==> config.mk <==
export PLATFORM = sky130hd
export DESIGN_NAME = diff_stream_decoder_flat
export DESIGN_NICKNAME = d
export VERILOG_FILES = /design/src/rtl/diff_stream_decoder_if.sv /design/src/rtl/diff_stream_decoder.sv /design/src/flat_wrapper.sv
export SDC_FILE = /design/constraint.sdc
export NUM_CORES = 1
export LEC_CHECK = 0
export CELL_PAD_IN_SITES_DETAIL_PLACEMENT = 1
export CELL_PAD_IN_SITES_GLOBAL_PLACEMENT = 2
export CORE_AREA = 4 4 66 68
export DETAILED_ROUTE_END_ITERATION = 10
export DIE_AREA = 0 0 70 72
export PLACE_DENSITY_LB_ADDON = 0.1
export SLEW_MARGIN = 20
export SYNTH_ARGS = -nofsm -noshare
export SYNTH_HDL_FRONTEND = slang
export SYNTH_SLANG_ARGS = --single-unit
export TNS_END_PERCENT = 20
==> constraint.sdc <==
create_clock -name clk -period 2 [get_ports clk]
set_input_delay 0.4 -clock clk [delete_from_list [all_inputs] [get_ports clk]]
set_output_delay 0.4 -clock clk [all_outputs]
set_load 0.05 [all_outputs]
==> src/rtl/diff_stream_decoder_if.sv <==
// Serial line input and word output port bundle for diff_stream_decoder.
// slave is the decoder's view; master is the sampler/consumer side.
interface diff_stream_decoder_if #(
    parameter int unsigned WIDTH = 8
);
    logic             in_valid;
    logic             in_bit;
    logic             in_sof;
    logic             out_valid;
    logic             out_ready;
    logic [WIDTH-1:0] out_word;
    logic             out_perr;
    logic             overrun;

    modport slave (
        input  in_valid, in_bit, in_sof, out_ready,
        output out_valid, out_word, out_perr, overrun
    );

    modport master (
        output in_valid, in_bit, in_sof, out_ready,
        input  out_valid, out_word, out_perr, overrun
    );
endinterface

==> src/rtl/diff_stream_decoder.sv <==
// Differential (running-XOR) serial decoder assembling LSB-first words into a holding register.
// Optional feature macro: DIFF_DEC_PARITY_EN appends one even-parity bit per frame and drives out_perr.
module diff_stream_decoder #(
    parameter int unsigned WIDTH = 8
) (
    input  logic                 clk,
    input  logic                 rst,
    diff_stream_decoder_if.slave bus
);
`ifdef DIFF_DEC_PARITY_EN
    localparam int unsigned PAR_BITS = 1;
`else
    localparam int unsigned PAR_BITS = 0;
`endif
    localparam int unsigned FRAME = WIDTH + PAR_BITS;
    localparam int unsigned CNT_W = $clog2(FRAME + 1);

    localparam logic [0:0] S_HUNT    = 1'b0;
    localparam logic [0:0] S_COLLECT = 1'b1;

    logic [0:0]       state_q, state_d;
    logic             prev_q, prev_d;
    logic [CNT_W-1:0] cnt_q, cnt_d;
    logic [WIDTH-1:0] shreg_q, shreg_d;
    logic             out_valid_q, out_valid_d;
    logic [WIDTH-1:0] out_word_q, out_word_d;
    logic             overrun_q, overrun_d;
    logic             dbit_c;
    logic             done_c;
`ifdef DIFF_DEC_PARITY_EN
    logic             par_q, par_d;
    logic             out_perr_q, out_perr_d;
`endif

    // Next-state, bit assembly and holding-register control
    always_comb begin
        state_d     = state_q;
        prev_d      = prev_q;
        cnt_d       = cnt_q;
        shreg_d     = shreg_q;
        out_valid_d = out_valid_q;
        out_word_d  = out_word_q;
        overrun_d   = overrun_q;
        done_c      = 1'b0;
        dbit_c      = bus.in_bit ^ prev_q;
`ifdef DIFF_DEC_PARITY_EN
        par_d       = par_q;
        out_perr_d  = out_perr_q;
`endif

        if (bus.in_valid) begin
            prev_d = bus.in_bit;
            if (bus.in_sof) begin
                shreg_d = WIDTH'(dbit_c);
                cnt_d   = CNT_W'(1);
                state_d = S_COLLECT;
`ifdef DIFF_DEC_PARITY_EN
                par_d   = dbit_c;
`endif
            end else if (state_q == S_COLLECT) begin
                for (int unsigned i = 0; i < WIDTH; i++) begin
                    if (cnt_q == CNT_W'(i)) shreg_d[i] = dbit_c;
                end
`ifdef DIFF_DEC_PARITY_EN
                par_d = par_q ^ dbit_c;
`endif
                if (cnt_q == CNT_W'(FRAME - 1)) begin
                    done_c = 1'b1;
                    cnt_d  = '0;
                end else begin
                    cnt_d = cnt_q + CNT_W'(1);
                end
            end
        end

        // A completed word may replace the held one only if it is being consumed now
        if (done_c) begin
            if (!out_valid_q || bus.out_ready) begin
                out_valid_d = 1'b1;
                out_word_d  = shreg_d;
`ifdef DIFF_DEC_PARITY_EN
                out_perr_d  = par_d;
`endif
            end else begin
                overrun_d = 1'b1;
            end
        end else if (out_valid_q && bus.out_ready) begin
            out_valid_d = 1'b0;
        end
    end

    always_ff @(posedge clk) begin
        if (rst) begin
            state_q     <= S_HUNT;
            prev_q      <= 1'b0;
            cnt_q       <= '0;
            shreg_q     <= '0;
            out_valid_q <= 1'b0;
            out_word_q  <= '0;
            overrun_q   <= 1'b0;
`ifdef DIFF_DEC_PARITY_EN
            par_q       <= 1'b0;
            out_perr_q  <= 1'b0;
`endif
        end else begin
            state_q     <= state_d;
            prev_q      <= prev_d;
            cnt_q       <= cnt_d;
            shreg_q     <= shreg_d;
            out_valid_q <= out_valid_d;
            out_word_q  <= out_word_d;
            overrun_q   <= overrun_d;
`ifdef DIFF_DEC_PARITY_EN
            par_q       <= par_d;
            out_perr_q  <= out_perr_d;
`endif
        end
    end

    assign bus.out_valid = out_valid_q;
    assign bus.out_word  = out_word_q;
    assign bus.overrun   = overrun_q;
`ifdef DIFF_DEC_PARITY_EN
    assign bus.out_perr  = out_perr_q;
`else
    assign bus.out_perr  = 1'b0;
`endif
endmodule

==> src/flat_wrapper.sv <==
// flat-port wrapper written by rule: the top's interface ports become plain ports
module diff_stream_decoder_flat 
#(
    parameter int unsigned WIDTH = 8
)
  (clk, rst, bus_in_valid, bus_in_bit, bus_in_sof, bus_out_ready, bus_out_valid, bus_out_word, bus_out_perr, bus_overrun);
  diff_stream_decoder_if #(.WIDTH(WIDTH)) bus_i ();
  input  logic clk;
  input  logic rst;
  input wire logic [$bits(bus_i.in_valid)-1:0] bus_in_valid;
  input wire logic [$bits(bus_i.in_bit)-1:0] bus_in_bit;
  input wire logic [$bits(bus_i.in_sof)-1:0] bus_in_sof;
  input wire logic [$bits(bus_i.out_ready)-1:0] bus_out_ready;
  output wire logic [$bits(bus_i.out_valid)-1:0] bus_out_valid;
  output wire logic [$bits(bus_i.out_word)-1:0] bus_out_word;
  output wire logic [$bits(bus_i.out_perr)-1:0] bus_out_perr;
  output wire logic [$bits(bus_i.overrun)-1:0] bus_overrun;
  assign bus_i.in_valid = bus_in_valid;
  assign bus_i.in_bit = bus_in_bit;
  assign bus_i.in_sof = bus_in_sof;
  assign bus_i.out_ready = bus_out_ready;
  assign bus_out_valid = bus_i.out_valid;
  assign bus_out_word = bus_i.out_word;
  assign bus_out_perr = bus_i.out_perr;
  assign bus_overrun = bus_i.overrun;
  diff_stream_decoder #(.WIDTH(WIDTH)) u_core (.clk(clk), .rst(rst), .bus(bus_i));
endmodule
==> results.py <==
metrics = {
    "setup_path": {
        "critPathLaunchType": "flop",
        "path_buf_inv": 1,
        "arrival_ps": 1420,
        "cp_top_family": "buffers and inverters",
        "cp_num_cells": 1,
        "path_cells": "clkdlybuf4s50_1",
        "r2r_cells": 5,
        "worstPathRequired_ps": 1600,
        "critPathCapture": "bus_out_word[5]",
        "critPathKind": "flop to output pin",
        "crit_path_start": "u_core.bus.out_word[5]$_SDFFE_PP0P_",
        "worstPathMaxFanout": 2,
        "reg2reg_slack_ps": 380,
        "max_stage_delay_ps": 810,
        "critPathCaptureType": "output pin",
        "rr_startpoint": "u_core.cnt_q[1]$_SDFFE_PP0P_",
        "reg2reg_to": "u_core.bus.out_word[7]$_SDFFE_PP0P_",
        "cp_slowest_cell": "clkdlybuf4s50_1",
    },
    "routing": {
        "first_iter_violations": 35,
        "drc": 0,
        "vias": 969,
        "dr.pass1.iters": 4,
        "drtAntennaViolNets": 0,
        "vias_per_cell": 4.85,
        "wire_per_inst_um": 14.1,
        "finalWirelength_um": 2830,
    },
    "power": {
        "p_int_mw": 0.639,
        "p_per_area_mw_per_mm2": 598,
        "combPwrFrac": 0.101,
        "worst_ir_drop_vdd_v": 0.000222,
        "leakage_nw": 0.553,
        "swShare": 0.247,
        "clockPowerShare": 0.343,
        "p_sw_mw": 0.210,
        "p_seq_frac": 0.556,
    },
    "final_layout": {
        "layout.nets": 161,
        "syn_to_final_growth_pct": 27.2,
        "n_antenna_cell": 0,
        "layout-drive-gt1-share": 0.160,
        "fillers": 476,
    },
    "placed_design": {
        "pre_cts_slack_ps": 37.5,
        "numPortBuffers": 15,
        "globalplace.congestion": 0.761,
        "dp_hpwl_um": 2150,
    },
    "global_routing": {
        "first_global_vias": 1059,
        "gr-total-overflow": 0,
        "antenna_found_initial": 0,
        "grt_util_all_layers": 0.124,
        "grt_pass1_wl_um": 5060,
        "grt_max_degree": 24,
    },
    "die": {
        "dieHeight_um": 72,
        "row_count": 23,
        "fp.coreArea_mm2": 0.00386,
        "die_area_mm2": 0.00504,
        "pin_count": 17,
        "die_x_um": 70,
        "start_util": 0.289,
    },
    "min_path": {
        "hold_class": "flop to flop",
    },
    "logic_synthesis": {
        "synth_area_mm2": 0.00112,
        "synth_top_cell_area_share": 0.413,
        "async_reset_ff_frac": 0,
        "yosysMostFrequentCell": "dfxtp_1",
        "yosysWarnings": 0,
        "yosys-top-cells-count": "dfxtp_1, nor2_1, nand2_1",
        "syn-num-nets": 135,
        "syn_area_per_cell_um2": 8.93,
        "synth_cell_types": 38,
        "ys_top_cells_by_area": "dfxtp_1, a21oi_1, nor2_1",
        "ys_ff_latch": 23,
        "synth_top_area_cell": "dfxtp_1",
        "synthCells": 125,
        "synth_edf_count": 0,
        "ys.flop_type": "dfxtp_1",
        "ys_seq_area_frac": 0.413,
    },
    "clocking": {
        "cts_hold_buf": 0,
        "postCtsSetupBuffers": 0,
        "clk_latency_ps": 260,
        "cts_buffers": 3,
        "cts.path.max_buffers": 2,
        "cts_tree": "done",
        "cts_resized": 0,
        "cts_sinks": 23,
        "htreeDepth": 1,
        "cts_root_buf": "clkbuf_8",
        "clk_pin_slew_ps": 80,
    },
    "sta": {
        "finalCriticalPeriod_ps": 1820,
        "rsz0062_at_grt": "no",
        "setup_violations": 0,
        "skew_ps": 2.44,
        "clock.fmax_mhz": 550,
        "fin_ws_ps": 182,
        "final.setup.tns_ps": 0,
        "drv_slew": 0,
        "finalHoldViolations": 0,
        "worstMarginPinSlew_ps": 506,
        "slew_headroom": 0.661,
        "post-route-period-util": 0.909,
    },
    "run_status": {
        "outcome": "completed",
    },
    "job": {
        "drv_cap": 0,
    },
}
power by group through the flow:
stage	Clock (mW)	Sequential, mW	Combinational [mW]
after floorplan	0	0.480	0.0539
after global placement	0	0.483	0.0856
final	0.291	0.472	0.0857
after detailed placement	0	0.483	0.0861
after CTS	0.309	0.472	0.0868
after global routing	0.334	0.474	0.0962
layout make-up:
cell class                 instances  area, um^2  share of cell area
clock inverter                     1        5.00             0.00352
multi-input combinational         89         577               0.406
tap                               50        62.6              0.0441
clock buffer                       3        41.3              0.0291
inverter                           5        18.8              0.0132
timing repair buffer              29         255               0.180
sequential                        23         460               0.324
routing by layer:
| layer | track usage | up-vias | part of all wire |
|---|---|---|---|
| li1 | - | 491 | - |
| met1 | 0.155 | 467 | 0.48 |
| met2 | 0.217 | 9 | 0.49 |
| met3 | 0.0222 | 2 | 0.021 |
| met4 | 0.0383 | 0 | 0.0071 |
| met5 | 0 | - | 0 |
cell usage in the layout (no fill, tap or decap), types with 2 or more instances in the layout:
cell type	count
nand2_1	15
a21oi_1	13
buf_4	14
o21ai_0	3
dfxtp_1	23
nand4_1	2
nor2_1	16
inv_1	5
clkbuf_8	3
nand3_1	3
o211ai_1	3
clkdlybuf4s50_1	15
ha_1	4
a32oi_1	4
o2111ai_1	3
a211oi_1	3
cells by family (layout without fill, tap and decap cells):
logic type,Yosys count,in the layout,synth area share
mux,1,1,0.00897
flops,23,23,0.413
fa+ha+maj,4,4,0.0448
buf+inv,13,38,0.0706
other cells,1,1,0.00336
xor+xnor,1,1,0.00785
simple gates,49,49,0.258
compound gates,33,33,0.194
per-stage QoR:
stage                      util  cells  hold WS [ps]  instance area (um^2)  total power, mW
after floorplan               -    125           432                  1120            0.534
after global placement    0.356    196           445                  1370            0.569
after detailed placement  0.356    196           450                  1370            0.569
after CTS                 0.368    200           462                  1420            0.868
after global routing      0.368    200           495                  1420            0.905
final                     0.368    200           459                  1420            0.849
sequential cells by signal, summed over array words and instances (netlist names):
name / flops
u_core.bus.out_valid: 1
u_core.bus.overrun: 1
u_core.bus.out_word: 8
u_core.shreg_q: 7
u_core.cnt_q: 4
u_core.state_q: 1
u_core.prev_q: 1
how the worst min path moves through the flow:
stage	from	end	slack, ps	cells past startpoint
global placement	u_core.bus.out_word[1]$_SDFFE_PP0P_	u_core.bus.out_word[1]$_SDFFE_PP0P_	450	2
global route	u_core.bus.out_word[2]$_SDFFE_PP0P_	u_core.bus.out_word[2]$_SDFFE_PP0P_	500	2
finish	u_core.bus.out_word[3]$_SDFFE_PP0P_	u_core.bus.out_word[3]$_SDFFE_PP0P_	460	2
floorplan	u_core.shreg_q[0]$_SDFF_PP0_	u_core.bus.out_word[0]$_SDFFE_PP0P_	430	2
CTS	u_core.bus.out_word[1]$_SDFFE_PP0P_	u_core.bus.out_word[1]$_SDFFE_PP0P_	460	2
detailed placement	u_core.bus.out_word[1]$_SDFFE_PP0P_	u_core.bus.out_word[1]$_SDFFE_PP0P_	450	2
Power figures use the tool's default switching activity.
